==> config.mk <==
export PLATFORM = sky130hd
export DESIGN_NAME = inst_encoder
export DESIGN_NICKNAME = d
export VERILOG_FILES = /design/src/rtl/inst_enc_pkg.sv /design/src/rtl/inst_encoder_imm_pack.sv /design/src/rtl/inst_encoder.sv
export SDC_FILE = /design/constraint.sdc
export NUM_CORES = 1
export LEC_CHECK = 0
export BUFFER_PORTS_ARGS = -buffer_cell sky130_fd_sc_hd__buf_2
export CORE_MARGIN = 10
export CORE_UTILIZATION = 30
export CTS_CLUSTER_SIZE = 20
export DETAILED_ROUTE_END_ITERATION = 10
export GPL_ROUTABILITY_DRIVEN = 1
export PLACE_DENSITY = 0.7
export SETUP_SLACK_MARGIN = 0.1
export SLEW_MARGIN = 10
export SYNTH_ARGS = -nofsm -noshare
export SYNTH_HDL_FRONTEND = slang
export SYNTH_SLANG_ARGS = --single-unit
==> constraint.sdc <==
create_clock -name clk_i -period 1.8 [get_ports clk_i]
set_input_delay 0.09 -clock clk_i [delete_from_list [all_inputs] [get_ports clk_i]]
set_output_delay 0.09 -clock clk_i [all_outputs]
set_load 0.01 [all_outputs]
==> src/rtl/inst_enc_pkg.sv <==
// Shared op classes, RV32 opcode/funct3 constants and the signed-12 range helper
// used by the instruction encoder.
package inst_enc_pkg;

  typedef enum logic [1:0] {
    OP_ADDI = 2'b00,
    OP_LW   = 2'b01,
    OP_SW   = 2'b10,
    OP_BEQ  = 2'b11
  } op_e;

  localparam logic [6:0] OPC_ADDI = 7'b0010011;
  localparam logic [6:0] OPC_LW   = 7'b0000011;
  localparam logic [6:0] OPC_SW   = 7'b0100011;
  localparam logic [6:0] OPC_BEQ  = 7'b1100011;

  localparam logic [2:0] F3_ADDI = 3'b000;
  localparam logic [2:0] F3_LW   = 3'b010;
  localparam logic [2:0] F3_SW   = 3'b010;
  localparam logic [2:0] F3_BEQ  = 3'b000;

  localparam logic [31:0] NOP_INST = 32'h00000013;

  // An immediate is encodable when bits 31..11 are all copies of the sign bit.
  function automatic logic imm_in_range(input logic [31:0] imm);
    return imm[31:11] == {21{imm[11]}};
  endfunction

endpackage

==> src/rtl/inst_encoder_imm_pack.sv <==
// Combinational range check and per-class field packer for the instruction encoder.
// INST_ENCODER_SATURATE_EN clamps out-of-range immediates instead of emitting a NOP.
module imm_pack
  import inst_enc_pkg::*;
(
  input  logic [1:0]  i_op,
  input  logic [4:0]  i_rd,
  input  logic [4:0]  i_rs1,
  input  logic [4:0]  i_rs2,
  input  logic [31:0] i_imm,
  output logic [31:0] o_inst,
  output logic        o_rangeErr
);

  logic        w_inRange;
  logic [11:0] w_imm;
  logic [31:0] w_word;

  assign w_inRange  = imm_in_range(i_imm);
  assign o_rangeErr = !w_inRange;

`ifdef INST_ENCODER_SATURATE_EN
  assign w_imm = w_inRange ? i_imm[11:0] : (i_imm[31] ? 12'h800 : 12'h7FF);
`else
  assign w_imm = i_imm[11:0];
`endif

  // beq carries a halfword offset, so imm[11:0] maps onto B-type byte-offset bits 12..1.
  always_comb begin
    w_word = NOP_INST;
    case (op_e'(i_op))
      OP_ADDI: w_word = {w_imm, i_rs1, F3_ADDI, i_rd, OPC_ADDI};
      OP_LW:   w_word = {w_imm, i_rs1, F3_LW, i_rd, OPC_LW};
      OP_SW:   w_word = {w_imm[11:5], i_rs2, i_rs1, F3_SW, w_imm[4:0], OPC_SW};
      OP_BEQ:  w_word = {w_imm[11], w_imm[9:4], i_rs2, i_rs1, F3_BEQ,
                         w_imm[3:0], w_imm[10], OPC_BEQ};
      default: w_word = NOP_INST;
    endcase
  end

`ifdef INST_ENCODER_SATURATE_EN
  assign o_inst = w_word;
`else
  assign o_inst = w_inRange ? w_word : NOP_INST;
`endif

endmodule

==> src/rtl/inst_encoder.sv <==
// Packs decoded addi/lw/sw/beq fields into RV32 words behind a registered valid/ready
// output with a saturating word-address counter. Optional macro: INST_ENCODER_SATURATE_EN.
module inst_encoder
  import inst_enc_pkg::*;
#(
  parameter int          ADDR_W    = 8,
  parameter int unsigned BASE_ADDR = 0
) (
  input  logic              clk_i,
  input  logic              rst_i,
  input  logic              flush_i,
  input  logic              in_valid_i,
  output logic              in_ready_o,
  input  logic [1:0]        op_i,
  input  logic [4:0]        rd_i,
  input  logic [4:0]        rs1_i,
  input  logic [4:0]        rs2_i,
  input  logic [31:0]       imm_i,
  output logic              inst_valid_o,
  input  logic              inst_ready_i,
  output logic [31:0]       inst_o,
  output logic [ADDR_W-1:0] addr_o,
  output logic              full_o,
  output logic              err_o
);

  localparam logic [ADDR_W-1:0] L_BASE = ADDR_W'(BASE_ADDR);
  localparam logic [ADDR_W-1:0] L_LAST = {ADDR_W{1'b1}};

  logic              r_valid;
  logic              r_full;
  logic              r_err;
  logic [31:0]       r_inst;
  logic [ADDR_W-1:0] r_addr;

  logic [31:0] w_word;
  logic        w_rangeErr;
  logic        w_ready;
  logic        w_accept;
  logic        w_handshake;

  imm_pack u_immPack (
    .i_op       (op_i),
    .i_rd       (rd_i),
    .i_rs1      (rs1_i),
    .i_rs2      (rs2_i),
    .i_imm      (imm_i),
    .o_inst     (w_word),
    .o_rangeErr (w_rangeErr)
  );

  assign w_handshake = r_valid && inst_ready_i;
  assign w_ready     = !r_full && (!r_valid || inst_ready_i) && !flush_i;
  assign w_accept    = in_valid_i && w_ready;

  // Flush outranks both handshakes; the counter parks on the last address once it is written.
  always_ff @(posedge clk_i) begin
    if (!rst_i) begin
      r_valid <= 1'b0;
      r_inst  <= '0;
      r_addr  <= L_BASE;
      r_full  <= 1'b0;
      r_err   <= 1'b0;
    end else if (flush_i) begin
      r_valid <= 1'b0;
      r_addr  <= L_BASE;
      r_full  <= 1'b0;
      r_err   <= 1'b0;
    end else begin
      if (w_handshake) begin
        if (r_addr == L_LAST) begin
          r_full <= 1'b1;
        end else begin
          r_addr <= r_addr + 1'b1;
        end
      end
      if (w_accept) begin
        r_inst  <= w_word;
        r_valid <= 1'b1;
        if (w_rangeErr) begin
          r_err <= 1'b1;
        end
      end else if (w_handshake) begin
        r_valid <= 1'b0;
      end
    end
  end

  assign in_ready_o   = w_ready;
  assign inst_valid_o = r_valid;
  assign inst_o       = r_inst;
  assign addr_o       = r_addr;
  assign full_o       = r_full;
  assign err_o        = r_err;

endmodule

==> flow_summary.ini, run 1 <==
[clock_tree]
htree_levels = 2
cts_tree = done
clock_latency_ns = 0.29
clkSinkCount = 38
numCtsBuffers = 5
cts.reportedPaths.clkPinSlew_ns = 0.09
cts_buffer_depth = 2
root_buffer = clkbuf_8

[logic_synthesis]
syn_area_um2 = 1822
ys_ff_latch = 38
synth-xor-area-share_pct = 2.404
yosysUniqueCellTypes = 41
synth_top_family_by_area = compound AO/OA/AOI/OAI gates
synthAdderAreaFrac_pct = 3.434
synth_edf_count = 0
yosys_warnings = 0
synthSimpleGateAreaFrac_pct = 22.94
ys_seq_area_share_pct = 41.76
syn_inst = 205
postSynthAreaPerCell_um2 = 8.887
synth_mux_area_share_pct = 1.099
synth_ff_type = dfxtp_1
synth_compound_area_share_pct = 22.94
async_flop_share_pct = 0

[global_routing]
grt-ovfl-total = 0
grtUsageTotal_pct = 10.88
antenna_found_initial = 0
grt_pass1_wl_um = 8914
grt_pass1_vias = 1834
grt_max_degree = 25

[floorplan]
dieWidth_um = 97.93
rows = 28
ioPinCount = 98
die_h_um = 97.93
die_area_um2 = 9589
initial_core_util_pct = 30.77
coreArea_um2 = 5921

[power_and_ir_drop]
p_int_uw = 1212
p_sw_share_pct = 25.47
sequentialPowerShare_pct = 52.2
pwr-share-comb_pct = 13.4
p_sw_uw = 414.3
p_clk_share_pct = 34.4
power.leakage_uw = 0.001158
power.density_nw_per_um2 = 643.3
ir_drop_uv = 216.6

[finish]
final_util_pct = 42.71
multi_input_area_um2 = 1006
final_nets = 364
syn_to_final_growth_pct = 38.81
diodes = 0
register_area_um2 = 767.0
fillCellCount = 608
layout-drive-gt1-share_pct = 45.10
mostFrequentLayoutCell = buf_2
layout_common_cells = buf_2 (93), dfxtp_1 (35), nand2_1 (24)

[setup_path]
required_ns = 2.01
reg2reg_to = inst_o[11]
cp_slowest_stage_delay_ns = 0.39
crit_family = simple AND/OR/NAND/NOR gates
critPathSlowestCell = or3_4
cp-end-kind = flop
crit_arrival_ns = 1.82
path_depth = 6
critPathLaunchType = flop
ff2ff_setup_slack_ns = 0.19
cp_cell_sequence = nor2b_4, nor4b_4, nand2_1, or3_4, buf_12, o21ai_1
path_max_fanout = 16
path_buf_inv = 1
reg2reg_depth = 6
crit_type = reg -> reg
reg2reg_from = inst_valid_o

[sta]
fin_crit_ns = 1.611
finalHoldViolCount = 0
fin_crit_sh_pct = 89.52
worst_pin_slew_ns = 0.5645
slew_violations = 0
rsz0062_at_grt = true
relSlewSlack_pct = 62.29
clock.fmax_mhz = 620.6
worst_hold_slack_ns = 0.01380
setup_viol = 0
skew_ns = 0.01718

[placement]
port_buffers = 93
place_hpwl_um = 4426
place_congestion = 0.7671

[job]
drv_cap = 0

[drt]
ant_nets = 0
routed_via_density = 4.769
drt_iter0_markers = 61
dr.pass1.iters = 4
wirelength_um = 5420
vias = 1817
drc = 0
post_drt_wl_per_cell_um = 14.23

[run_status]
outcome = finished, final reports clean

[hold_path]
min_from = rs1_i[0]
min_to = inst_o[15]
worstHoldPathCells = 2
hold_class = in -> reg
registers in the layout (all words and copies together), names as in the netlist:
signal,flops
full_o,1
err_o,1
addr_o,8
inst_o,27
inst_valid_o,1
per-stage QoR:
step / cells / power (uW) / setup TNS (ns) / worst slack [ns] / instance area (um^2)
2_1_floorplan: 208 / 978.5 / -0.1739 / -0.01741 / 1854
3_3_place_gp: 370 / 1076 / -0.1337 / -0.03214 / 2402
3_5_place_dp: 370 / 1081 / -0.6306 / -0.1144 / 2402
4_1_cts: 381 / 1655 / 0 / 0.1099 / 2517
5_1_grt: 381 / 1726 / 0 / 0.04088 / 2529
6_report: 381 / 1627 / 0 / 0.1887 / 2529
cells in the mapped netlist, types with 2 or more instances:
library cell	number	area, um^2
dfxtp_1	38	760.7
nand2_1	24	90.09
nor2_1	19	71.32
a22oi_1	14	105.1
o21ai_2	11	96.34
a21oi_1	8	40.04
a22o_1	8	70.07
o21ai_0	7	35.03
nand4_1	6	37.54
nor3_1	6	30.03
buf_4	5	37.54
clkbuf_1	5	18.77
ha_1	5	62.56
nor2b_1	4	25.02
or3_1	4	25.02
a31oi_1	3	18.77
buf_1	3	11.26
inv_1	3	11.26
nand3_1	3	15.01
xnor2_1	3	26.28
a222oi_1	2	20.02
mux2i_1	2	20.02
o21ai_1	2	10.01
or2_2	2	12.51
xor2_1	2	17.52
power groups by stage:
stage | Clock (uW) | Combinational, uW | Sequential [uW]
final | 560 | 217 | 849
after global routing | 633 | 243 | 850
after CTS | 587 | 219 | 849
after detailed placement | 0 | 212 | 869
after global placement | 0 | 208 | 869
after floorplan | 0 | 107 | 871
final cells by class:
type	instances	area share, %
Tap cell	75	3.711
Multi-Input combinational cell	152	39.78
Sequential cell	38	30.33
Inverter	3	0.4453
Clock buffer	6	2.870
Timing Repair Buffer	105	22.46
Clock inverter	2	0.3958
cell families (layout without fill, tap and decap cells):
kind of cell,Yosys count,count (layout)
simple gates,78,78
fa+ha+maj,5,5
buf+inv,18,116
compound gates,58,58
mux,2,2
flops,38,38
other cells,1,4
xor+xnor,5,5
how the worst max path moves through the flow:
stage,from,to,slack [ns]
after floorplan,inst_valid_o,inst_o[7],-0.02
after global placement,imm_i[14],inst_o[11],-0.03
after detailed placement,imm_i[14],inst_o[11],-0.11
after CTS,inst_valid_o,inst_o[11],0.11
after global routing,inst_valid_o,inst_o[11],0.04
final,inst_valid_o,inst_o[11],0.19
metal layers:
metal	GRT usage [%]	vias up	wire length [um]
li1	-	936	-
met5	0	-	0
met3	4.651	4	487
met1	13.81	803	2549
met2	16.55	74	2354
met4	2.685	0	29
repair_timing:
action                     CTS  global route
pin swaps                    2             0
gates resized for setup      2             9
setup endpoints to repair   24            11
setup buffers                3             0
hold buffers                 0             0
Power figures use the tool's default switching activity.
==> run 2, diff against run 1 <==
--- a/config.mk
+++ b/config.mk
@@ -7,13 +7,15 @@
 export LEC_CHECK = 0
 export BUFFER_PORTS_ARGS = -buffer_cell sky130_fd_sc_hd__buf_2
 export CORE_MARGIN = 10
-export CORE_UTILIZATION = 30
+export CORE_UTILIZATION = 46
 export CTS_CLUSTER_SIZE = 20
 export DETAILED_ROUTE_END_ITERATION = 10
 export GPL_ROUTABILITY_DRIVEN = 1
-export PLACE_DENSITY = 0.7
+export PLACE_DENSITY = 0.87
+export REMOVE_ABC_BUFFERS = 1
 export SETUP_SLACK_MARGIN = 0.1
 export SLEW_MARGIN = 10
 export SYNTH_ARGS = -nofsm -noshare
 export SYNTH_HDL_FRONTEND = slang
+export SYNTH_HIERARCHICAL = 1
 export SYNTH_SLANG_ARGS = --single-unit
==> flow_summary.ini, run 2 <==
[setup_path]
path_max_fanout = 13
cp_slowest_stage_delay_ns = 0.56
required_ns = 2.02
critPathLaunchType = input port
cp_cell_sequence = buf_2, nor4_1, a31oi_4, buf_4, nor3_2, nand4_1, a21oi_1
path_depth = 7
critPathSlowestCell = nor4_1
crit_type = in -> reg
reg2reg_from = addr_o[0]
startpoint = imm_i[17]
path_buf_inv = 2
cp-end-kind = flop
crit_family = simple AND/OR/NAND/NOR gates
crit_arrival_ns = 1.82
reg2reg_depth = 4

[logic_synthesis]
synth_commonest_cells = dfxtp_1 (43), nand4_1 (38), a21oi_1 (37), o31ai_2 (29), nor3_2 (17)
syn_inst = 309
syn_area_um2 = 2923
synth_top_family_by_area = compound AO/OA/AOI/OAI gates
synth_ff_type = dfxtp_1
yosys_warnings = 6
synthAdderAreaFrac_pct = 2.140
ys_seq_area_share_pct = 29.45
synth_compound_area_share_pct = 26.37
synth.most_common_cell = dfxtp_1
yosysUniqueCellTypes = 46
synthSimpleGateAreaFrac_pct = 26.20
ys_ff_latch = 43
synth_edf_count = 0
synth-xor-area-share_pct = 0
yosysTopAreaCell = dfxtp_1
postSynthAreaPerCell_um2 = 9.459
synth_top_area_share_pct = 29.45
synthTopCellsByArea = dfxtp_1 (29%), o31ai_2 (12%), nand4_1 (8.1%)
synth_mux_area_share_pct = 2.740
async_flop_share_pct = 0

[finish]
mostFrequentLayoutCell = buf_2
final_nets = 449
diodes = 0
syn_to_final_growth_pct = 18.66
largest_reg_flops = 32
layout-drive-gt1-share_pct = 46.80
layout_common_cells = buf_2 (97), dfxtp_1 (43), nand4_1 (38)

[sta]
worst_hold_slack_ns = 0.1541
fin_crit_sh_pct = 88.92
clock.fmax_mhz = 624.8
fin_crit_ns = 1.601
skew_ns = 0.006774
relSlewSlack_pct = 59.31
finalHoldViolCount = 0
setup_viol = 0
setup_slack_ns = 0.1995
rsz0062_at_grt = false
slew_violations = 0
worst_pin_slew_ns = 0.6048

[power_and_ir_drop]
power.density_nw_per_um2 = 623.2
power.leakage_uw = 0.001288
ir_drop_uv = 376.6

[drt]
wirelength_um = 8633
dr.pass1.iters = 4
drt_iter0_markers = 179
post_drt_wl_per_cell_um = 18.53
drc = 0
ant_nets = 0
vias = 2850
routed_via_density = 6.116

[global_routing]
grt_pass1_vias = 2803
use_met1_pct = 19.58
grt-ovfl-total = 0
antenna_found_initial = 0
grtUsageTotal_pct = 16.56
grt_max_degree = 35
grt_use_met3_pct = 5.467
grt_pass1_wl_um = 13880
grt.busiest_layer = met2
use_met2_pct = 27.23

[clock_tree]
cts_tree = done
ctsHoldBuffers = 0
cts.reportedPaths.clkPinSlew_ns = 0.08
clkSinkCount = 43
clock_latency_ns = 0.29
numCtsBuffers = 5
htree_levels = 2
cts_buffer_depth = 2
root_buffer = clkbuf_8

[floorplan]
ioPinCount = 98
coreArea_um2 = 6061
die_h_um = 99.71
rows = 28
initial_core_util_pct = 48.22
die_area_um2 = 9942
dieWidth_um = 99.71

[placement]
place_congestion = 0.8344
port_buffers = 97
place_hpwl_um = 6208
pre_cts_ws_ns = -0.1119

[hold_path]
hold_class = in -> reg
worstHoldPathCells = 4
min_from = flush_i

[run_status]
outcome = finished, final reports clean

[job]
drv_cap = 0
-- run 2: cell families after synthesis --
family | Yosys count
AOI/OAI and AO/OA | 92
other | 2
muxes | 8
buffers and inverters | 48
DFF | 43
and+or+nand+nor | 111
adders and majority gates | 5
-- run 2: report_power, final --
part / internal, uW / leakage, uW / total [uW] / switching [uW]
clock network: 555 / 0.0000654 / 892 / 338
logic: 112 / 0.000875 / 302 / 190
registers: 960 / 0.000347 / 967 / 7.25
-- run 2: layer usage --
metal	routed length (um)	vias up
li1	-	1350
met1	3465	1352
met2	4278	130
met3	718	18
met4	171	0
met5	0	-
-- run 2: per-stage QoR --
step | instance area [um^2] | utilization, % | cells | power [uW] | TNS [ns]
6_report | 3468 | 57.23 | 466 | 2162 | 0
5_1_grt | 3468 | 57.23 | 466 | 2254 | 0
4_1_cts | 3448 | 56.90 | 466 | 2168 | 0
3_5_place_dp | 3316 | 54.71 | 458 | 1285 | -1.041
3_3_place_gp | 3316 | 54.71 | 458 | 1277 | 0
2_1_floorplan | 2581 | - | 270 | 1127 | -16.16
-- run 2: layout make-up --
type	count	area [um^2]
Fill cell	554	2592
Timing Repair Buffer	113	621.8
Multi-Input combinational cell	222	1740
Clock inverter	2	60.06
Sequential cell	43	860.8
Inverter	5	18.77
Tap cell	75	93.84
Clock buffer	6	72.57
-- run 2: final timing paths --
check / end / slack, ns
setup / recovery: inst_o[9] / 0.20
hold reg to reg: inst_o[31] / 0.47
setup reg to reg: addr_o[3] / 0.38
hold / removal: addr_o[0] / 0.15
-- run 2: timing repair --
item                                    CTS  global route
endpoints found under the setup margin    0             2
gates resized for setup                   0             3
hold endpoints to repair                  0             0
setup buffers                             0             0
-- run 2: worst register-to-register path: cells and delay by family (launching register included) --
| kind | cells | cell delay (ns) |
|---|---|---|
| compound gates | 2 | 0.32 |
| fa+ha+maj | 1 | 0.24 |
| flops | 1 | 0.42 |
| simple gates | 1 | 0.36 |
